[src/rtl/simon_pkg.sv]
// Shared types and helpers for the Simon sequencer: FSM state encoding and
// button-vector decode functions (vectors are zero-extended to 16 bits).
package simon_pkg;

    typedef enum logic [3:0] {
        ST_IDLE     = 4'd0,
        ST_APPEND   = 4'd1,
        ST_SHOW_ON  = 4'd2,
        ST_SHOW_OFF = 4'd3,
        ST_WAIT_IN  = 4'd4,
        ST_HELD     = 4'd5,
        ST_CHECK    = 4'd6,
        ST_GOOD     = 4'd7,
        ST_FAIL     = 4'd8,
        ST_CHAMP    = 4'd9
    } seq_state_t;

    localparam int BTN_MAX = 16;

    function automatic logic [4:0] onehot_count(input logic [BTN_MAX-1:0] v);
        logic [4:0] n;
        n = 5'd0;
        for (int i = 0; i < BTN_MAX; i++) begin
            n = n + {4'd0, v[i]};
        end
        return n;
    endfunction

    // Highest set bit wins; callers only use the result when exactly one bit is set.
    function automatic logic [3:0] onehot_to_idx(input logic [BTN_MAX-1:0] v);
        logic [3:0] idx;
        idx = 4'd0;
        for (int i = 0; i < BTN_MAX; i++) begin
            if (v[i]) begin
                idx = 4'(i);
            end else begin
                idx = idx;
            end
        end
        return idx;
    endfunction

endpackage

[src/rtl/simon_seq_mem.sv]
// Sequence store: synchronous write, combinational read, no reset
// (contents are always written before they are read back).
module simon_seq_mem #(
    parameter int DEPTH = 32,
    parameter int DW    = 2,
    parameter int AW    = 5
) (
    input  logic          clk,
    input  logic          we,
    input  logic [AW-1:0] waddr,
    input  logic [DW-1:0] wdata,
    input  logic [AW-1:0] raddr,
    output logic [DW-1:0] rdata
);

    logic [DW-1:0] r_mem [DEPTH];

    // Write port
    always_ff @(posedge clk) begin
        if (we) begin
            r_mem[waddr] <= wdata;
        end
    end

    assign rdata = r_mem[raddr];

endmodule

[src/rtl/simon_seq_engine.sv]
// Simon game sequencer: stores the colour sequence, plays it back with a
// shrinking on-time, checks player presses and reports good/fail/champion.
module simon_seq_engine #(
    parameter int N_COLORS      = 4,
    parameter int MAX_LEN       = 32,
    parameter int ON_TICKS      = 37500000,
    parameter int OFF_TICKS     = 12500000,
    parameter int ON_MIN        = 12500000,
    parameter int ON_STEP       = 6250000,
    parameter int SPEEDUP_EVERY = 5,
    parameter int TIMEOUT_TICKS = 250000000,
    localparam int CW = ($clog2(N_COLORS) < 1) ? 1 : $clog2(N_COLORS),
    localparam int LW = $clog2(MAX_LEN + 1)
) (
    input  logic                clk,
    input  logic                reset_n,
    input  logic                start,
    input  logic [CW-1:0]       rand_in,
    input  logic [N_COLORS-1:0] btn_press,
    input  logic [N_COLORS-1:0] btn_hold,
    input  logic                replay,
    output logic [CW-1:0]       color,
    output logic                show_en,
    output logic                busy,
    output logic [LW-1:0]       round_len,
    output logic                evt_good,
    output logic                evt_fail,
    output logic                evt_champ
);

    import simon_pkg::*;

    localparam int AW      = ($clog2(MAX_LEN) < 1) ? 1 : $clog2(MAX_LEN);
    localparam int SPD_DIV = (SPEEDUP_EVERY == 0) ? 1 : SPEEDUP_EVERY;

    localparam logic [31:0] ON_T   = 32'(ON_TICKS);
    localparam logic [31:0] OFF_T  = 32'(OFF_TICKS);
    localparam logic [31:0] MIN_T  = 32'(ON_MIN);
    localparam logic [31:0] STEP_T = 32'(ON_STEP);
    localparam logic [31:0] TO_T   = 32'(TIMEOUT_TICKS);

    seq_state_t    r_state;
    logic [AW-1:0] r_idx;
    logic [LW-1:0] r_round_len;
    logic [31:0]   r_cur_on;
    logic [31:0]   r_timer;
    logic [CW-1:0] r_pressed;
    logic [CW-1:0] r_color;
    logic          r_show_en;
    logic          r_busy;
    logic          r_evt_good;
    logic          r_evt_fail;
    logic          r_evt_champ;

    logic [AW-1:0] w_raddr;
    logic [CW-1:0] w_rdata;
    logic          w_we;
    logic [AW-1:0] w_waddr;
    logic [CW-1:0] w_show_color;
    logic          w_last;
    logic [15:0]   w_btn16;
    logic [4:0]    w_press_cnt;
    logic [CW-1:0] w_press_idx;
    logic          w_speedup;

    // Reduce on-time by one step, clamped at the floor without wrapping.
    function automatic logic [31:0] next_on(input logic [31:0] cur);
        if (cur > (MIN_T + STEP_T)) begin
            return cur - STEP_T;
        end else begin
            return MIN_T;
        end
    endfunction

    assign w_we        = (r_state == ST_APPEND);
    assign w_waddr     = r_round_len[AW-1:0];
    assign w_last      = ({{(LW-AW){1'b0}}, r_idx} == (r_round_len - {{(LW-1){1'b0}}, 1'b1}));
    assign w_btn16     = 16'(btn_press);
    assign w_press_cnt = onehot_count(w_btn16);
    assign w_press_idx = CW'(onehot_to_idx(w_btn16));
    assign w_speedup   = (SPEEDUP_EVERY != 0) &&
                         ((32'(r_round_len) % 32'(SPD_DIV)) == 32'd0);

    // Bypass the slot being written so the very first step shows without a bubble.
    assign w_show_color = (w_we && (w_waddr == w_raddr)) ? rand_in : w_rdata;

    // Read address points at the step the FSM is about to show or check.
    always_comb begin
        w_raddr = r_idx;
        case (r_state)
            ST_APPEND, ST_WAIT_IN: begin
                w_raddr = {AW{1'b0}};
            end
            ST_SHOW_OFF: begin
                if (w_last) begin
                    w_raddr = r_idx;
                end else begin
                    w_raddr = r_idx + {{(AW-1){1'b0}}, 1'b1};
                end
            end
            default: begin
                w_raddr = r_idx;
            end
        endcase
    end

    simon_seq_mem #(
        .DEPTH (MAX_LEN),
        .DW    (CW),
        .AW    (AW)
    ) u_mem (
        .clk   (clk),
        .we    (w_we),
        .waddr (w_waddr),
        .wdata (rand_in),
        .raddr (w_raddr),
        .rdata (w_rdata)
    );

    // Game FSM; outputs are registered for the state being entered.
    always_ff @(posedge clk) begin
        if (!reset_n) begin
            r_state     <= ST_IDLE;
            r_idx       <= {AW{1'b0}};
            r_round_len <= {LW{1'b0}};
            r_cur_on    <= ON_T;
            r_timer     <= 32'd0;
            r_pressed   <= {CW{1'b0}};
            r_color     <= {CW{1'b0}};
            r_show_en   <= 1'b0;
            r_busy      <= 1'b0;
            r_evt_good  <= 1'b0;
            r_evt_fail  <= 1'b0;
            r_evt_champ <= 1'b0;
        end else begin
            r_evt_good  <= 1'b0;
            r_evt_fail  <= 1'b0;
            r_evt_champ <= 1'b0;
            r_show_en   <= 1'b0;
            r_color     <= {CW{1'b0}};
            r_busy      <= 1'b1;
            r_timer     <= 32'd0;
            case (r_state)
                ST_IDLE: begin
                    if (start) begin
                        r_state     <= ST_APPEND;
                        r_round_len <= {LW{1'b0}};
                    end else begin
                        r_busy <= 1'b0;
                    end
                end
                ST_APPEND: begin
                    r_round_len <= r_round_len + {{(LW-1){1'b0}}, 1'b1};
                    r_idx       <= {AW{1'b0}};
                    r_state     <= ST_SHOW_ON;
                    r_show_en   <= 1'b1;
                    r_color     <= w_show_color;
                end
                ST_SHOW_ON: begin
                    if (r_timer == (r_cur_on - 32'd1)) begin
                        r_state <= ST_SHOW_OFF;
                    end else begin
                        r_timer   <= r_timer + 32'd1;
                        r_show_en <= 1'b1;
                        r_color   <= r_color;
                    end
                end
                ST_SHOW_OFF: begin
                    if (r_timer != (OFF_T - 32'd1)) begin
                        r_timer <= r_timer + 32'd1;
                    end else if (w_last) begin
                        r_idx   <= {AW{1'b0}};
                        r_state <= ST_WAIT_IN;
                    end else begin
                        r_idx     <= r_idx + {{(AW-1){1'b0}}, 1'b1};
                        r_state   <= ST_SHOW_ON;
                        r_show_en <= 1'b1;
                        r_color   <= w_show_color;
                    end
                end
                ST_WAIT_IN: begin
                    if (w_press_cnt == 5'd1) begin
                        r_state   <= ST_HELD;
                        r_pressed <= w_press_idx;
                        r_show_en <= 1'b1;
                        r_color   <= w_press_idx;
                    end else if (w_press_cnt != 5'd0) begin
                        r_state    <= ST_FAIL;
                        r_evt_fail <= 1'b1;
                    end else if (replay && (r_idx == {AW{1'b0}})) begin
                        r_state   <= ST_SHOW_ON;
                        r_idx     <= {AW{1'b0}};
                        r_show_en <= 1'b1;
                        r_color   <= w_show_color;
                    end else if (r_timer == (TO_T - 32'd1)) begin
                        r_state    <= ST_FAIL;
                        r_evt_fail <= 1'b1;
                    end else begin
                        r_timer <= r_timer + 32'd1;
                    end
                end
                ST_HELD: begin
                    if (btn_hold == {N_COLORS{1'b0}}) begin
                        r_state <= ST_CHECK;
                    end else begin
                        r_show_en <= 1'b1;
                        r_color   <= r_pressed;
                    end
                end
                ST_CHECK: begin
                    if (r_pressed != w_rdata) begin
                        r_state    <= ST_FAIL;
                        r_evt_fail <= 1'b1;
                    end else if (!w_last) begin
                        r_idx   <= r_idx + {{(AW-1){1'b0}}, 1'b1};
                        r_state <= ST_WAIT_IN;
                    end else if (r_round_len == LW'(MAX_LEN)) begin
                        r_state     <= ST_CHAMP;
                        r_evt_champ <= 1'b1;
                    end else begin
                        r_state    <= ST_GOOD;
                        r_evt_good <= 1'b1;
                    end
                end
                ST_GOOD: begin
                    if (w_speedup) begin
                        r_cur_on <= next_on(r_cur_on);
                    end else begin
                        r_cur_on <= r_cur_on;
                    end
                    r_state <= ST_APPEND;
                end
                ST_FAIL, ST_CHAMP: begin
                    r_round_len <= {LW{1'b0}};
                    r_cur_on    <= ON_T;
                    r_idx       <= {AW{1'b0}};
                    r_state     <= ST_IDLE;
                    r_busy      <= 1'b0;
                end
                default: begin
                    r_state <= ST_IDLE;
                    r_busy  <= 1'b0;
                end
            endcase
        end
    end

    assign color     = r_color;
    assign show_en   = r_show_en;
    assign busy      = r_busy;
    assign round_len = r_round_len;
    assign evt_good  = r_evt_good;
    assign evt_fail  = r_evt_fail;
    assign evt_champ = r_evt_champ;

endmodule

[config.mk]
export PLATFORM = sky130hd
export DESIGN_NAME = simon_seq_engine
export DESIGN_NICKNAME = d
export VERILOG_FILES = /design/src/rtl/simon_pkg.sv /design/src/rtl/simon_seq_mem.sv /design/src/rtl/simon_seq_engine.sv
export SDC_FILE = /design/constraint.sdc
export NUM_CORES = 1
export LEC_CHECK = 0
export CORE_ASPECT_RATIO = 0.8
export CORE_MARGIN = 3
export CORE_UTILIZATION = 29
export DETAILED_ROUTE_END_ITERATION = 12
export PLACE_DENSITY = 0.5
export SLEW_MARGIN = 20
export SYNTH_ARGS = -nofsm -noshare
export SYNTH_HDL_FRONTEND = slang
export SYNTH_SLANG_ARGS = --single-unit
export TNS_END_PERCENT = 50
[constraint.sdc]
create_clock -name clk -period 5.1 [get_ports clk]
set_input_delay 1.02 -clock clk [delete_from_list [all_inputs] [get_ports clk]]
set_output_delay 1.02 -clock clk [all_outputs]
set_load 0.01 [all_outputs]
; ---- Yosys cells after proc, flatten, opt, wreduce, memory -nomap -nowiden
; Memory sizes are Yosys's and may differ from the RTL's.
; Index checks and enable logic that the tools add are counted.
; Widths: inputs -> output; s select.
[classes]
addsub = 9
multipliers = 0
div = 1
magnitude_cmp = 1
eq_ne = 27
shift = 0
n_mux = 66
n_bitwise = 3
n_reduce_logical = 20
[op_table]
columns = operator, count
row1 = $mux 32, 8
row2 = $pmux 32 s3, 1
row3 = $pmux 32 s2, 1
row4 = $mux 4, 11
row5 = $mux 5, 7
row6 = $add 32x1->32 const B, 1
row7 = $eq 32x28->1 const B, 1
row8 = $eq 32x32->1, 1
row9 = $gt 32x25->1 const B, 1
row10 = $logic_not 32->1, 1
row11 = $mod 6x3->32 const B, 1
row12 = $ne 32x24->1 const B, 1
row13 = $pmux 4 s8, 1
row14 = $sub 32x1->32 const B, 1
row15 = $sub 32x23->32 const B, 1
row16 = $mux 2, 10
row17 = $pmux 5 s4, 1
row18 = $mux 1, 18
row19 = $ne 2x2->1 const B, 9
row20 = $pmux 6 s3, 1
row21 = $eq 4x3->1 const B, 4
row22 = $pmux 2 s5, 1
row23 = $pmux 5 s2, 1
row24 = $eq 4x1->1 const B, 2
row25 = 32 further kinds, 42
[word_totals]
register_bits = 88
latch_bits = 0
ramBits = 64
rom_bits = 0
input_bits = 14
out_inout_bits = 13
wordCells = 140
mem_count = 1
[mem_list]
columns = memory, words, word_bits, rd, rd_clocked_by_memory_dff, write_ports, line_no
row1 = u_mem.r_mem, 32, 2, 1, 0, 1, simon_seq_mem.sv:16  ; logic [DW-1:0] r_mem [DEPTH];

; ---- Longest topological paths before layout
[depth]
ltp_word = 11
ltp_mapped = 23
ltp_nobuf = 20

; ---- Modules after synthesis
; Synthesis repeated with hierarchy kept, for this count alone.
[unflattened]
cells_unflattened = 1086
area_unflattened_um2 = 9461.6
[modules_own_cells]
columns = module, instances, cells_each, area_per_inst_um2, seq_area_each_um2
row1 = simon_seq_engine, 1, 904, 6717.7, 1681.6
row2 = simon_seq_mem, 1, 182, 2743.9, 1921.8

; ---- Least setup slack after synthesis
; No wires, ideal clock.
[synth_timing]
path_type = flip-flop to flip-flop
start = reg r_round_len[3] (netlist: round_len[3])
end = reg r_idx[0]
setup_time_ns = 0.072
arrival_time_ns = 4.917
t_required_ns = 5.028
path_slack_ns = 0.111
stages_incl_launch_ff = 22
n_path_buf = 3
period_less_slack_ns = 4.989
path_cell_list = dfxtp_1 > buf_2 > inv_1 > ha_1 > o31ai_1 > and3_1 > o2111ai_1 > nor2_1 > inv_2 > ha_1 > o31ai_1 > a22o_1 > clkbuf_1 > clkbuf_1 > mux2i_1 > nand3_1 > a32oi_1 > a22oi_1 > a21bo_2 > and4_1 > o21ai_1 > mux2i_1
[synth_between]
elab_chain_len = 8
word_cells_on_any_way = 12
classes_between = add/sub: 1 / eq/ne: 3 / mux: 6 / reduce/logical: 1 / memory: 1
[synth_rtl]
columns = element, line_no
row1 = from (decl), simon_seq_engine.sv:44  ; logic [LW-1:0] r_round_len;
row2 = from (signal assigned), simon_seq_engine.sv:125  ; r_round_len <= {LW{1'b0}};
row3 = from (signal assigned), simon_seq_engine.sv:147  ; r_round_len <= {LW{1'b0}};
row4 = from (signal assigned), simon_seq_engine.sv:153  ; r_round_len <= r_round_len + {{(LW-1){1'b0}}, 1'b1};
row5 = $sub 6x1->6 (*), simon_seq_engine.sv:77  ; assign w_last = ({{(LW-AW){1'b0}}, r_idx} == (r_round_len - {{(LW-1){1'b0}}, 1'b1}));
row6 = $eq 5x6->1 (*), simon_seq_engine.sv:77
row7 = $mux 5, -
row8 = $pmux 5 s2, simon_seq_engine.sv:90  ; case (r_state)
row9 = $mem_v2 32x2, -
row10 = $ne 2x2->1, simon_seq_engine.sv:211  ; if (r_pressed != w_rdata) begin
row11 = $ne 2x2->1 (no source line), -
row12 = $reduce_and 6->1 (no source line), -
row13 = to (signal assigned), simon_seq_engine.sv:192  ; r_idx <= {AW{1'b0}};
row14 = to (signal assigned), simon_seq_engine.sv:215  ; r_idx <= r_idx + {{(AW-1){1'b0}}, 1'b1};
row15 = to (signal assigned), simon_seq_engine.sv:236  ; r_idx <= {AW{1'b0}};
row16 = to (decl), simon_seq_engine.sv:43  ; logic [AW-1:0] r_idx;
; Mark *: on every way between the ends. The rest lies on a longest branch, timed or not. The select of a mux whose other input is x is not followed.
; A chain may end at the register's enable or synchronous reset.

; ---- Worst setup path after layout
[layout_timing]
start = reg r_round_len[3] (netlist: round_len[3])
end = reg r_cur_on[28]
[layout_between]
elab_chain_len = 4
[layout_rtl]
columns = element, line_no
row1 = $mod 6x3->32, simon_seq_engine.sv:82  ; ((32'(r_round_len) % 32'(SPD_DIV)) == 32'd0);
row2 = $logic_not 32->1, simon_seq_engine.sv:82
row3 = $ne 2x2->1 (no source line), -
row4 = $reduce_and 2->1 (no source line), -
row5 = to (signal assigned), simon_seq_engine.sv:227  ; r_cur_on <= next_on(r_cur_on);
row6 = to (signal assigned), simon_seq_engine.sv:229  ; r_cur_on <= r_cur_on;
row7 = to (decl), simon_seq_engine.sv:45  ; logic [31:0] r_cur_on;
; Every way passes these cells.

==> flow_metrics.env <==
export IMPL_status="completed"
export IMPL_grt_max_degree=34
export IMPL_fin_crit_ns=4.68
export IMPL_cts_max_level=4
export IMPL_cts_tree="done"
export IMPL_rows=57
export IMPL_power_leakage_nw=3.45
export IMPL_cts_hold_buf=0
export IMPL_power_net_switching_mw=1.22
export IMPL_worst_ir_drop_vdd_uv=237
export IMPL_hold_path_class="reg -> reg"
export IMPL_track_usage=0.160
export IMPL_power_clock_fraction=0.369
export IMPL_seq_power_share=0.375
export IMPL_drt_first_iter_violations=785
export IMPL_crit_type="reg -> reg"
export IMPL_switching_share_of_power=0.348
export IMPL_top_level_ports=27
export IMPL_design_die_area_sq_um=34200
export IMPL_maxSlewHeadroom=0.357
export IMPL_syn2layout_area_growth_pct=15.0
export IMPL_die_width_microns=206
export IMPL_drc=0
export IMPL_route_antenna_remaining_nets=0
export IMPL_clock_insertion_delay_worst_skew_ns=0.44
export IMPL_firstDrtPassIters=7
export IMPL_min_period_over_period=0.918
export IMPL_drive_above_1_share=0.0834
export IMPL_cts_sink_count=148
export IMPL_synth_top_area_cell="edfxtp_1"
export IMPL_critical_path_arrival_ns=5.03
export IMPL_finalSetupTns_ns=0
export IMPL_antenna_found_initial=0
export IMPL_yosysTopAreaCellShare=0.207
export IMPL_die_h_microns=166
export IMPL_max_cap_violations=0
export IMPL_netlist_top_cells_count="149 x nor2_1, 95 x nand2_1, 84 x dfxtp_1"
export IMPL_rr_endpoint="r_cur_on[28]"
export IMPL_global_route_overflow_total=0
export IMPL_synth_edff_count=64
export IMPL_comb_power_share=0.256
export IMPL_power_density_cell_area_nw_per_um2=329
export IMPL_ys_top_cells_by_area="edfxtp_1 21%, dfxtp_1 18%, nor2_1 6.0%"
export IMPL_whs_path_depth=1
export IMPL_ys_ff_latch=148
export IMPL_critPathCaptureType="flip-flop"
export IMPL_critical_path_required_ns=5.45
export IMPL_final_nets=1139
export IMPL_grt_first_pass_wirelength_microns=43700
export IMPL_wl_microns=27200
export IMPL_critical_path_max_fanout=20
export IMPL_postSynthNetCount=1128
export IMPL_timing_critical_path_from_type="flip-flop"
export IMPL_top_count_cell_post_synth="nor2_1"
export IMPL_core_area_sq_um=31000
export IMPL_clk_transition_reported_paths_ns=0.07
export IMPL_via_count=8117
export IMPL_internal_power_mw=2.29
export IMPL_timing_rr_start="round_len[3]"
export IMPL_synthesis_instances=1091
export IMPL_postCtsSetupRepairBufs=0
export IMPL_synth_area_per_cell_sq_um=8.52
export IMPL_gp_routability_congestion=0.865
export IMPL_cts_buffers=17
export IMPL_final_max_slew_viol_count=0
export IMPL_clock_tree_root_cell="clkbuf_16"
export IMPL_cts_path_max_buffers=2
export IMPL_detailedPlacementHpwl_microns=19700
export IMPL_port_buffer_count=26
export IMPL_yosysUniqueCellTypes=79
export IMPL_reg2reg_slack_ns=0.42
export IMPL_floorplan_initialDensity=0.300
export IMPL_report_final_setup_viol=0
export IMPL_report_power_total_mw=3.52
export IMPL_timing_final_hold_violations=0
export IMPL_route_detailed_vias_per_inst=5.31
export IMPL_grt_pass1_vias=7602
export IMPL_worst_slew_pin_transition_ns=0.964
export IMPL_reg2regPathDepth=19
export IMPL_achievable_frequency_mhz=214
export IMPL_fin_worst_skew_ns=0.0183
export IMPL_yosysSeqAreaShare=0.388
export IMPL_insertedDiodeCount=0
export IMPL_hold_path_startpoint="r_timer[0]"
export IMPL_synth_async_reset_ratio=0
export IMPL_synthesis_area_sq_um=9290
export IMPL_cts_repair_resize_count=0
export IMPL_worst_hold_path_endpoint="r_timer[0]"
export IMPL_post_drt_wl_per_cell_microns=17.8
export IMPL_synth_warning_count=0
export IMPL_rsz0062_at_grt="false"
export IMPL_ys_flop_type="dfxtp_1"
export IMPL_whs_ns=0.484
placed cells by master (no fill, tap or decap), types with 28 or more instances in the layout:
cell,instances
nor2_1,149
nand2_1,94
dfxtp_1,83
nand3_1,67
edfxtp_1,64
xnor2_1,51
o21ai_0,47
a21oi_1,44
mux2i_1,39
nor3_1,35
xor2_1,35
inv_1,32
buf_4,28
per-stage QoR:
stage	instance area, sq um	util	setup WS, ns	cells
3_5_place_dp	10100	0.325	0.133	1496
5_1_grt	10700	0.345	0.0112	1528
6_report	10700	0.345	0.418	1528
2_1_floorplan	9290	-	0.111	1091
4_1_cts	10700	0.344	0.104	1528
3_3_place_gp	10100	0.325	0.161	1496
logic make-up (layout without fill, tap and decap cells):
logic type / after synthesis / in the layout / synth area share
buf+inv: 98 / 122 / 0.0420
fa+ha+maj: 25 / 25 / 0.0339
flops: 148 / 148 / 0.388
simple gates: 471 / 471 / 0.246
xor+xnor: 86 / 86 / 0.0811
mux: 40 / 40 / 0.0432
compound gates: 223 / 223 / 0.166
final cells by class:
| cell class | instances | area, sq um |
|---|---|---|
| fillers | 3192 | 20300 |
| flip-flops and latches | 148 | 3600 |
| multi-input cells | 845 | 5320 |
| well taps | 413 | 517 |
| repair buffers | 56 | 510 |
| clock buffers | 17 | 425 |
| inverters | 34 | 128 |
| clock inverters | 15 | 175 |
routing by layer:
metal	share of wire	GRT usage
met1	0.52	0.252
met3	0.065	0.0300
met2	0.40	0.222
met4	0.0096	0.0375
met5	0	0
power by group through the flow:
stage / sequential [mW] / clock, mW / combinational [mW]
floorplan: 1.32 / 0 / 0.605
global placement: 1.35 / 0 / 0.887
detailed placement: 1.34 / 0 / 0.884
CTS: 1.32 / 1.33 / 0.889
global route: 1.33 / 1.37 / 0.979
finish: 1.32 / 1.30 / 0.899
how the worst max path moves through the flow:
stage | endpoint | slack [ns] | cells past startpoint | start
after floorplan | r_idx[0] | 0.11 | 21 | round_len[3]
after global placement | r_idx[0] | 0.16 | 19 | round_len[3]
after detailed placement | r_cur_on[16] | 0.13 | 16 | round_len[3]
after CTS | r_cur_on[16] | 0.10 | 16 | round_len[3]
after global routing | r_state[0] | 0.01 | 20 | round_len[1]
final | r_cur_on[28] | 0.42 | 19 | round_len[3]
sequential cells by signal, indices dropped and copies added (netlist names):
signal,count
r_timer,32
r_idx,5
u_mem.r_mem,64
round_len,6
busy,1
evt_good,1
color,2
r_state,4
evt_fail,1
show_en,1
r_cur_on,28
r_pressed,2
evt_champ,1
worst max-delay path, cell delays in order (launching register included):
cell,delay (ns)
dfxtp_2,0.38
ha_1,0.25
nor2_2,0.18
inv_1,0.15
ha_1,0.37
o31a_1,0.36
o31ai_1,0.38
nand2_1,0.18
ha_1,0.27
nand2_1,0.07
mux2_2,0.14
o22ai_1,0.08
a22o_1,0.22
a2111oi_4,0.27
a2bb2oi_1,0.17
and4_2,0.39
buf_12,0.20
nand3_2,0.07
or3_1,0.32
a21oi_1,0.14
No activity file was read; power rests on OpenSTA's default activity.
